==> config.mk <==
export PLATFORM = sky130hd
export DESIGN_NAME = traffic_phase_ctrl_flat
export DESIGN_NICKNAME = d
export VERILOG_FILES = /design/src/rtl/traffic_phase_ctrl_pkg.sv /design/src/rtl/traffic_phase_ctrl_if.sv /design/src/rtl/traffic_phase_ctrl_tick_gen.sv /design/src/rtl/traffic_phase_ctrl.sv /design/src/flat_wrapper.sv
export SDC_FILE = /design/constraint.sdc
export NUM_CORES = 1
export LEC_CHECK = 0
export BUFFER_PORTS_ARGS = -buffer_cell sky130_fd_sc_hd__buf_2
export CORE_MARGIN = 4
export CORE_UTILIZATION = 50
export CTS_BUF_LIST = sky130_fd_sc_hd__clkbuf_4 sky130_fd_sc_hd__clkbuf_8
export DETAILED_ROUTE_END_ITERATION = 10
export PLACE_DENSITY = 0.69
export REMOVE_ABC_BUFFERS = 1
export SETUP_SLACK_MARGIN = 0.4
export SLEW_MARGIN = 20
export SYNTH_ARGS = -nofsm -noshare
export SYNTH_HDL_FRONTEND = slang
export SYNTH_HIERARCHICAL = 1
export SYNTH_SLANG_ARGS = --single-unit
export TNS_END_PERCENT = 30
==> constraint.sdc <==
create_clock -name clk -period 3.9 [get_ports clk]
set_input_delay 0.585 -clock clk [delete_from_list [all_inputs] [get_ports clk]]
set_output_delay 0.585 -clock clk [all_outputs]
set_load 0.01 [all_outputs]
==> src/rtl/traffic_phase_ctrl_pkg.sv <==
// ============================================================================
// traffic_pkg : phase/config encodings and default durations for the
//               two-way intersection phase sequencer.
// Rev 1.0
// ============================================================================
`default_nettype none

package traffic_pkg;

   typedef enum logic [2:0] {
      NG  = 3'd0,
      NY  = 3'd1,
      AR1 = 3'd2,
      WG  = 3'd3,
      WY  = 3'd4,
      AR2 = 3'd5
   } phase_e;

   typedef enum logic [1:0] {
      CFG_NG = 2'd0,
      CFG_WG = 2'd1,
      CFG_Y  = 2'd2,
      CFG_AR = 2'd3
   } cfg_sel_e;

   localparam int c_def_green  = 30;
   localparam int c_def_yellow = 3;
   localparam int c_def_allred = 2;
   localparam int c_ped_min    = 5;

   function automatic phase_e next_phase(input phase_e p);
      case (p)
         NG:      next_phase = NY;
         NY:      next_phase = AR1;
         AR1:     next_phase = WG;
         WG:      next_phase = WY;
         WY:      next_phase = AR2;
         default: next_phase = NG;
      endcase
   endfunction

   // Both yellows share one shadow register, as do both all-red phases.
   function automatic cfg_sel_e dur_sel(input phase_e p);
      case (p)
         NG:      dur_sel = CFG_NG;
         WG:      dur_sel = CFG_WG;
         NY, WY:  dur_sel = CFG_Y;
         default: dur_sel = CFG_AR;
      endcase
   endfunction

endpackage

`default_nettype wire

==> src/rtl/traffic_phase_ctrl_if.sv <==
// ============================================================================
// traffic_phase_ctrl_if : valid/ready duration-configuration port.
// Rev 1.0
// ============================================================================
`default_nettype none

interface traffic_phase_ctrl_if
   import traffic_pkg::*;
#(
   parameter int TIME_W = 10
);
   logic              cfg_valid;
   logic              cfg_ready;
   cfg_sel_e          cfg_sel;
   logic [TIME_W-1:0] cfg_time;

   modport master (output cfg_valid, output cfg_sel, output cfg_time, input  cfg_ready);
   modport slave  (input  cfg_valid, input  cfg_sel, input  cfg_time, output cfg_ready);
endinterface

`default_nettype wire

==> src/rtl/traffic_phase_ctrl_tick_gen.sv <==
// ============================================================================
// tick_gen : free-running prescaler producing a one-cycle tick every
//            CLK_DIV clocks (on the cycle where the count is CLK_DIV-1).
// Rev 1.0
// ============================================================================
`default_nettype none

module tick_gen #(
   parameter int CLK_DIV = 50_000_000
) (
   input  logic clk,
   input  logic rst_n,
   output logic tick
);
   localparam int c_cnt_w = (CLK_DIV > 1) ? $clog2(CLK_DIV) : 1;

   logic [c_cnt_w-1:0] r_cnt;
   logic               w_wrap;

   assign w_wrap = (r_cnt == c_cnt_w'(CLK_DIV - 1));
   assign tick   = w_wrap;

   always_ff @(posedge clk) begin
      if (!rst_n) begin
         r_cnt <= '0;
      end else if (w_wrap) begin
         r_cnt <= '0;
      end else begin
         r_cnt <= r_cnt + 1'b1;
      end
   end
endmodule

`default_nettype wire

==> src/rtl/traffic_phase_ctrl.sv <==
// ============================================================================
// traffic_phase_ctrl : six-phase north/west signal sequencer with run-time
//                      programmable durations and green-shortening requests.
// Rev 1.0
// ============================================================================
`default_nettype none

module traffic_phase_ctrl
   import traffic_pkg::*;
#(
   parameter int CLK_DIV    = 50_000_000,
   parameter int TIME_W     = 10,
   parameter int DEF_GREEN  = c_def_green,
   parameter int DEF_YELLOW = c_def_yellow,
   parameter int DEF_ALLRED = c_def_allred,
   parameter int PED_MIN    = c_ped_min
) (
   input  logic                 clk,
   input  logic                 rst_n,
   traffic_phase_ctrl_if.slave  cfg,
   input  logic                 req_n,
   input  logic                 req_w,
   output logic                 north_red_led,
   output logic                 north_green_led,
   output logic                 north_yellow_led,
   output logic                 west_red_led,
   output logic                 west_green_led,
   output logic                 west_yellow_led,
   output logic [2:0]           phase,
   output logic [TIME_W-1:0]    remain
);
   localparam logic [TIME_W-1:0] c_one     = TIME_W'(1);
   localparam logic [TIME_W-1:0] c_ped     = TIME_W'(PED_MIN);
   localparam logic [TIME_W-1:0] c_dgreen  = TIME_W'(DEF_GREEN);
   localparam logic [TIME_W-1:0] c_dyellow = TIME_W'(DEF_YELLOW);
   localparam logic [TIME_W-1:0] c_dallred = TIME_W'(DEF_ALLRED);

   phase_e            r_state;
   phase_e            w_state_nxt;
   logic [TIME_W-1:0] r_remain;
   logic [TIME_W-1:0] w_remain_nxt;
   logic [TIME_W-1:0] r_dur [4];
   logic              r_latch_w;
   logic              r_latch_n;
   logic              w_latch_w_nxt;
   logic              w_latch_n_nxt;
   logic              r_cfg_ready;
   logic              w_tick;
   logic [TIME_W-1:0] w_raw_len;
   logic [TIME_W-1:0] w_enter_len;

   tick_gen #(
      .CLK_DIV (CLK_DIV)
   ) u_tick_gen (
      .clk   (clk),
      .rst_n (rst_n),
      .tick  (w_tick)
   );

   // Entry length reads the shadow before any same-cycle write lands.
   assign w_raw_len   = r_dur[dur_sel(next_phase(r_state))];
   assign w_enter_len = (w_raw_len == '0) ? c_one : w_raw_len;

   assign cfg.cfg_ready = r_cfg_ready;
   assign phase         = r_state;
   assign remain        = r_remain;

   always_ff @(posedge clk) begin
      if (!rst_n) begin
         r_state     <= AR2;
         r_remain    <= c_dallred;
         r_latch_w   <= 1'b0;
         r_latch_n   <= 1'b0;
         r_cfg_ready <= 1'b0;
         r_dur[0]    <= c_dgreen;
         r_dur[1]    <= c_dgreen;
         r_dur[2]    <= c_dyellow;
         r_dur[3]    <= c_dallred;
      end else begin
         r_state     <= w_state_nxt;
         r_remain    <= w_remain_nxt;
         r_latch_w   <= w_latch_w_nxt;
         r_latch_n   <= w_latch_n_nxt;
         r_cfg_ready <= 1'b1;
         if (cfg.cfg_valid && r_cfg_ready) begin
            r_dur[cfg.cfg_sel] <= cfg.cfg_time;
         end
      end
   end

   always_comb begin
      w_state_nxt   = r_state;
      w_remain_nxt  = r_remain;
      w_latch_w_nxt = r_latch_w | req_w;
      w_latch_n_nxt = r_latch_n | req_n;

      // A tick outranks the request clamp; the clamp retries next cycle.
      if (w_tick) begin
         if (r_remain <= c_one) begin
            w_state_nxt  = next_phase(r_state);
            w_remain_nxt = w_enter_len;
         end else begin
            w_remain_nxt = r_remain - c_one;
         end
      end else if (r_state == NG && r_latch_w && r_remain > c_ped) begin
         w_remain_nxt = c_ped;
      end else if (r_state == WG && r_latch_n && r_remain > c_ped) begin
         w_remain_nxt = c_ped;
      end

      if (w_state_nxt == WG && r_state != WG) begin
         w_latch_w_nxt = 1'b0;
      end
      if (w_state_nxt == NG && r_state != NG) begin
         w_latch_n_nxt = 1'b0;
      end
   end

   always_comb begin
      north_green_led  = (r_state == NG);
      north_yellow_led = (r_state == NY);
      north_red_led    = !(north_green_led || north_yellow_led);
      west_green_led   = (r_state == WG);
      west_yellow_led  = (r_state == WY);
      west_red_led     = !(west_green_led || west_yellow_led);
   end
endmodule

`default_nettype wire
==> src/flat_wrapper.sv <==
// flat-port wrapper written by rule: the top's interface ports become plain ports
module traffic_phase_ctrl_flat import traffic_pkg::*;
#(
   parameter int CLK_DIV    = 50_000_000,
   parameter int TIME_W     = 10,
   parameter int DEF_GREEN  = c_def_green,
   parameter int DEF_YELLOW = c_def_yellow,
   parameter int DEF_ALLRED = c_def_allred,
   parameter int PED_MIN    = c_ped_min
)
  (clk, rst_n, req_n, req_w, north_red_led, north_green_led, north_yellow_led, west_red_led, west_green_led, west_yellow_led, phase, remain, cfg_cfg_valid, cfg_cfg_sel, cfg_cfg_time, cfg_cfg_ready);
  traffic_phase_ctrl_if #(.TIME_W(TIME_W)) cfg_i ();
  input  logic clk;
  input  logic rst_n;
  input  logic req_n;
  input  logic req_w;
  output logic north_red_led;
  output logic north_green_led;
  output logic north_yellow_led;
  output logic west_red_led;
  output logic west_green_led;
  output logic west_yellow_led;
  output logic [2:0] phase;
  output logic [TIME_W-1:0] remain;
  input wire logic [$bits(cfg_i.cfg_valid)-1:0] cfg_cfg_valid;
  input wire logic [$bits(cfg_i.cfg_sel)-1:0] cfg_cfg_sel;
  input wire logic [$bits(cfg_i.cfg_time)-1:0] cfg_cfg_time;
  output wire logic [$bits(cfg_i.cfg_ready)-1:0] cfg_cfg_ready;
  assign cfg_i.cfg_valid = cfg_cfg_valid;
  assign cfg_i.cfg_sel = cfg_cfg_sel;
  assign cfg_i.cfg_time = cfg_cfg_time;
  assign cfg_cfg_ready = cfg_i.cfg_ready;
  traffic_phase_ctrl #(.CLK_DIV(CLK_DIV), .TIME_W(TIME_W), .DEF_GREEN(DEF_GREEN), .DEF_YELLOW(DEF_YELLOW), .DEF_ALLRED(DEF_ALLRED), .PED_MIN(PED_MIN)) u_core (.clk(clk), .rst_n(rst_n), .cfg(cfg_i), .req_n(req_n), .req_w(req_w), .north_red_led(north_red_led), .north_green_led(north_green_led), .north_yellow_led(north_yellow_led), .west_red_led(west_red_led), .west_green_led(west_green_led), .west_yellow_led(west_yellow_led), .phase(phase), .remain(remain));
endmodule
# Yosys cells after proc, flatten, opt, wreduce, memory -nomap -nowiden
# Memories as Yosys holds them, arrays and structs flattened.
# Cells that the tools add are included.
# Widths: inputs -> output; s select.
# totals
ff_bits	42
latch_bits	0
ram_bits	40
mem_bits_ro	0
in_bits	17
out_inout_bits	20
elab_cells	63
memories	1
# mem_list
memory	words	word_bits	read_ports	rd_clocked_by_memory_dff	write_ports	line	source
u_core.r_dur	4	10	1	0	4	traffic_phase_ctrl.sv:42	logic [TIME_W-1:0] r_dur [4];
# op_classes
add_sub_neg	2
mul	0
n_div	0
order_cmp	2
eq_ne	10
n_shift	0
mux	17
bitwise_logic	3
n_reduce_logical	22
# ops
op	n
$mux 10	6
$add 26x1->26 const B	1
$eq 26x26->1 const B	1
$pmux 3 s5	1
$eq 3x2->1 const B	4
$gt 10x3->1 const B	1
$le 10x1->1 const B	1
$logic_not 10->1	1
$reduce_or 10->1	1
$sub 10x1->10 const B	1
$logic_not 3->1	3
$reduce_or 2->1	4
$logic_and 1x1->1	7
$eq 3x1->1 const B	2
$eq 3x3->1 const B	2
$mux 1	6
$mux 3	2
$pmux 2 s3	1
$reduce_bool 3->1	2
$ne 3x2->1 const B	1
$logic_not 1->1	2
$logic_or 1x1->1	2
$mux 2	1
$or 1x1->1	2
$not 1->1	1

# Logic depth before layout (Yosys ltp)
# An unclocked memory read counts as a cell.
# depth
word_depth	10
ltp_mapped	11
mapped_depth_nobuf	9

# Modules after synthesis
# The synthesis kept the hierarchy.
# modules_own_cells
mod	instances	cells_per_inst	area_per_inst_um2	seq_area_each_um2
traffic_phase_ctrl	1	301	3134.3	1521.5
tick_gen	1	142	1234.9	520.5

# Worst setup path after synthesis
# OpenSTA, ideal clock, no wires.
# synth_path
kind	reg-to-reg
start	register u_core.u_tick_gen.r_cnt[0]
end	register u_core.r_remain[8], in the netlist u_core/remain[8]
setup_time_ns	0.088
arrival_ns	2.197
required_time_ns	3.812
slack_ns	1.615
stages_incl_launch_ff	12
path_buffers	2
period_less_slack_ns	2.285
cell_sequence	dfxtp_1 -> ha_1 -> and3_2 -> nand4_1 -> nor2_1 -> buf_2 -> or3_1 -> a2111oi_4 -> or2_1 -> buf_6 -> a21oi_2 -> o32ai_2
# synth_between
elab_chain_len	2
word_cells_on_any_way	3
cone_classes	eq/ne (1); mux (1); reduce/logical (1)
# synth_rtl
element	line	source
from (decl)	traffic_phase_ctrl_tick_gen.sv:17	logic [c_cnt_w-1:0] r_cnt;
from (signal assigned)	traffic_phase_ctrl_tick_gen.sv:29	r_cnt <= r_cnt + 1'b1;
$eq 26x26->1 (*)	traffic_phase_ctrl_tick_gen.sv:20	assign w_wrap = (r_cnt == c_cnt_w'(CLK_DIV - 1));
named net u_core.w_tick	traffic_phase_ctrl.sv:48	logic w_tick;
$reduce_bool 3->1 (no line) / $mux 10 (equally long branches)	--	
to (signal assigned)	traffic_phase_ctrl.sv:71	r_remain <= c_dallred;
to (signal assigned)	traffic_phase_ctrl.sv:81	r_remain <= w_remain_nxt;
to (decl)	traffic_phase_ctrl.sv:40	logic [TIME_W-1:0] r_remain;
# The timed path passes the listed nets; every way through them passes the cells marked *.
# A chain may end at the register's enable or synchronous reset.

# Final worst setup path
# layout_path
start	register u_core.u_tick_gen.r_cnt[0]
end	register u_core.r_remain[9], in the netlist u_core/remain[9]
# The elaborated chain is that of the path after synthesis.

==> flow_summary.ini <==
[run_status]
status = finished clean

[floorplan]
boundaryPins = 37
die_y_um = 101
core_area_um2 = 8340
die_w_um = 101
start_util_pct = 52.4
dieArea_um2 = 10300
row_count = 33

[yosys]
synth_edf_count = 40
yosys.area_share.adder_pct = 0.859
synth-simple-area-share_pct = 25.3
synth_compound_area_share_pct = 16.5
yosysWarnings = 6
synth-xor-area-share_pct = 3.21
netlist_area_um2 = 4370
yosys_register_bits = 82
synthArstFlopShare_pct = 0
avgSynthCellArea_um2 = 9.86
synthFlopType = dfxtp_1
synthMuxAreaShare_pct = 3.24
ys_seq_area_share_pct = 46.7
netlist_instances = 443
synth_cell_types = 66
synth_top_family_by_area = simple AND/OR/NAND/NOR gates

[sta]
period_needed_ns = 2.83
finalSetupViolCount = 0
fin_skew_ns = 0.00684
max_slew_margin_pct = 38.2
fin_setup_tns_ns = 0
finalHoldViolCount = 0
rsz0062_at_grt = false
drv_slew = 0
fmax_mhz = 354
tightestPinTransition_ns = 0.927
timing.final.crit_share_pct = 72.5

[detailed_routing]
routed_wl_um = 10100
vias_per_cell = 6.05
drt_drc_violations_left = 0
routedWlPerCell_um = 17.5
num_vias = 3515
antenna_left = 0
firstDrtPassIters = 4
drtIter0Drc = 223

[grt]
met1_usage_pct = 28.7
grt_max_degree = 48
grt_use_met3_pct = 3.65
top_usage_layer = met2
grt_use_total_pct = 20.9
grt_antenna_before_repair = 0
met2_usage_pct = 33.5
grt_pass1_wl_um = 17000
grt_pass1_vias = 3410
grt-ovfl-total = 0

[place]
io_buffers = 36
hpwl_um = 6980
place_congestion = 0.846
post_dp_cell_area_um2 = 4600

[cts]
clkSlewWorstSetupHoldPaths_ns = 0.08
worstSkewPairLatency_ns = 0.34
numClockSinks = 82
cts_setup_buffers = 0
cts_buffer_depth = 2
cts_tree = done
cts_root_buf = clkbuf_8
hold_buffers = 0
cts-htree-levels = 3
cts_buffers = 9
cts_resized = 0

[setup_path]
path_class = flop to flop
crit_chain = ha_1 > and3_2 > nand4_1 > nor2_1 > inv_1 > a41oi_1 > a21boi_0 > o21a_1 > o21a_1
cp.required_ns = 4.19
slowest_stage = nor2_1
endpoint_kind = flop
slowest_delay_ns = 0.52
crit_fanout = 10
path_common_cell = o21a_1
start_kind = flop
cp.arrival_ns = 3.11

[power_and_ir_drop]
p_total_mw = 1.61
ir_worst_vdd_v = 0.000192
swShare_pct = 21.7
p_seq_share_pct = 57.8
p_sw_uw = 350
p_int_mw = 1.26
p_leak_nw = 1.73
p_per_area_nw_per_um2 = 336
combPwrFrac_pct = 4.0
p_clk_share_pct = 38.1

[layout]
drive_gt1_share_pct = 16.4
syn2layout_area_growth_pct = 9.77
final_nets = 491
n_antenna_cell = 0
fin_util_pct = 57.5
fillCellCount = 755
design_area_um2 = 4800

[hold_path]
worstHoldPathType = flop to flop

[job]
max_cap_violations = 0
-- cell usage after synthesis, types with 6 or more instances --
cell type  instances  area [um2]
a21oi_1           20         100
and2_1            34         213
buf_2              8        40.0
clkbuf_1          13        48.8
dfxtp_1           42         841
edfxtp_1          40        1200
inv_1             10        37.5
mux2i_1           13         130
nand2_1           21        78.8
nand2b_1          18         113
nand3_1           12        60.1
nand4_1            6        37.5
nor2_1            27         101
nor2b_1            6        37.5
nor3_1            11        55.1
o21a_1            10        75.1
o21ai_0           17        85.1
o21ai_1            8        40.0
o31ai_1            6        45.0
or3_1             11        68.8
or4_1              6        45.0
xnor2_1           12         105
-- logic make-up after synthesis --
family                     Yosys count
and+or+nand+nor                    188
AOI/OAI and AO/OA                  102
DFF                                 82
buffers and inverters               38
xor gates and xnor gates            16
muxes                               14
adders and majority gates            3
-- metrics by stage --
stage	instances	hold WS (ns)	setup WS [ns]
2_1_floorplan	418	0.447	1.43
3_3_place_gp	565	0.475	1.24
3_5_place_dp	565	0.485	1.11
4_1_cts	581	0.496	1.12
5_1_grt	581	0.526	0.824
6_report	581	0.494	1.07
-- power groups by stage --
stage                     clock network [mW]  logic (mW)  registers, mW
after floorplan                            0      0.0346          0.950
after global placement                     0      0.0629          0.952
after detailed placement                   0      0.0647          0.953
after CTS                              0.631      0.0650          0.933
after global routing                   0.674      0.0724          0.936
final                                  0.615      0.0650          0.933
-- state kept, by name, summed over array words and instances, names as in the netlist --
register and flops:
u_core/cfg.cfg_ready 1, u_core/phase 3, u_core/r_dur 40, u_core/r_latch_n 1
u_core/r_latch_w 1, u_core/remain 10, u_core/u_tick_gen/r_cnt 26
-- worst max-delay path, delay by kind of cell, from the launching register on --
| family | cells | cell delay (ns) |
|---|---|---|
| buffers and inverters | 1 | 0.23 |
| AOI/OAI and AO/OA | 4 | 0.99 |
| adders and majority gates | 1 | 0.24 |
| DFF | 1 | 0.42 |
| and+or+nand+nor | 3 | 0.89 |
-- routing by layer --
layer  vias to the layer above  part of all wire [%]
li1                       1693                     -
met1                      1716                    45
met2                        94                    48
met3                        12                   5.2
met4                         0                   1.1
met5                         -                     0
-- worst paths after layout --
kind / from / endpoint / slack, ns / depth (start not counted)
max: u_core/u_tick_gen/r_cnt[0] / u_core/remain[9] / 1.07 / 9
min: u_core/u_tick_gen/r_cnt[22] / u_core/u_tick_gen/r_cnt[22] / 0.49 / 2
max reg2reg: u_core/u_tick_gen/r_cnt[0] / u_core/remain[9] / 1.07 / 9
min reg2reg: u_core/u_tick_gen/r_cnt[22] / u_core/u_tick_gen/r_cnt[22] / 0.49 / 2
-- layout make-up --
type | count | area [um2] | share of cell area [%]
multi-input cells | 323 | 2150 | 44.8
flip-flops and latches | 82 | 2040 | 42.6
repair buffers | 42 | 225 | 4.70
clock buffers | 12 | 146 | 3.05
well taps | 105 | 131 | 2.74
clock inverters | 4 | 52.6 | 1.10
inverters | 13 | 48.8 | 1.02
-- layout by cell type, fill, tap and decap left out, drive strengths merged, types with 14 or more instances in the layout --
master / Yosys / final
nand2b: 18 / 18
nor2: 27 / 27
or3: 14 / 14
buf: 12 / 42
dfxtp: 42 / 42
nand2: 21 / 21
and2: 34 / 34
a21oi: 21 / 21
edfxtp: 40 / 40
o21ai: 25 / 25
Note: power is estimated with default switching activity, not from simulation.
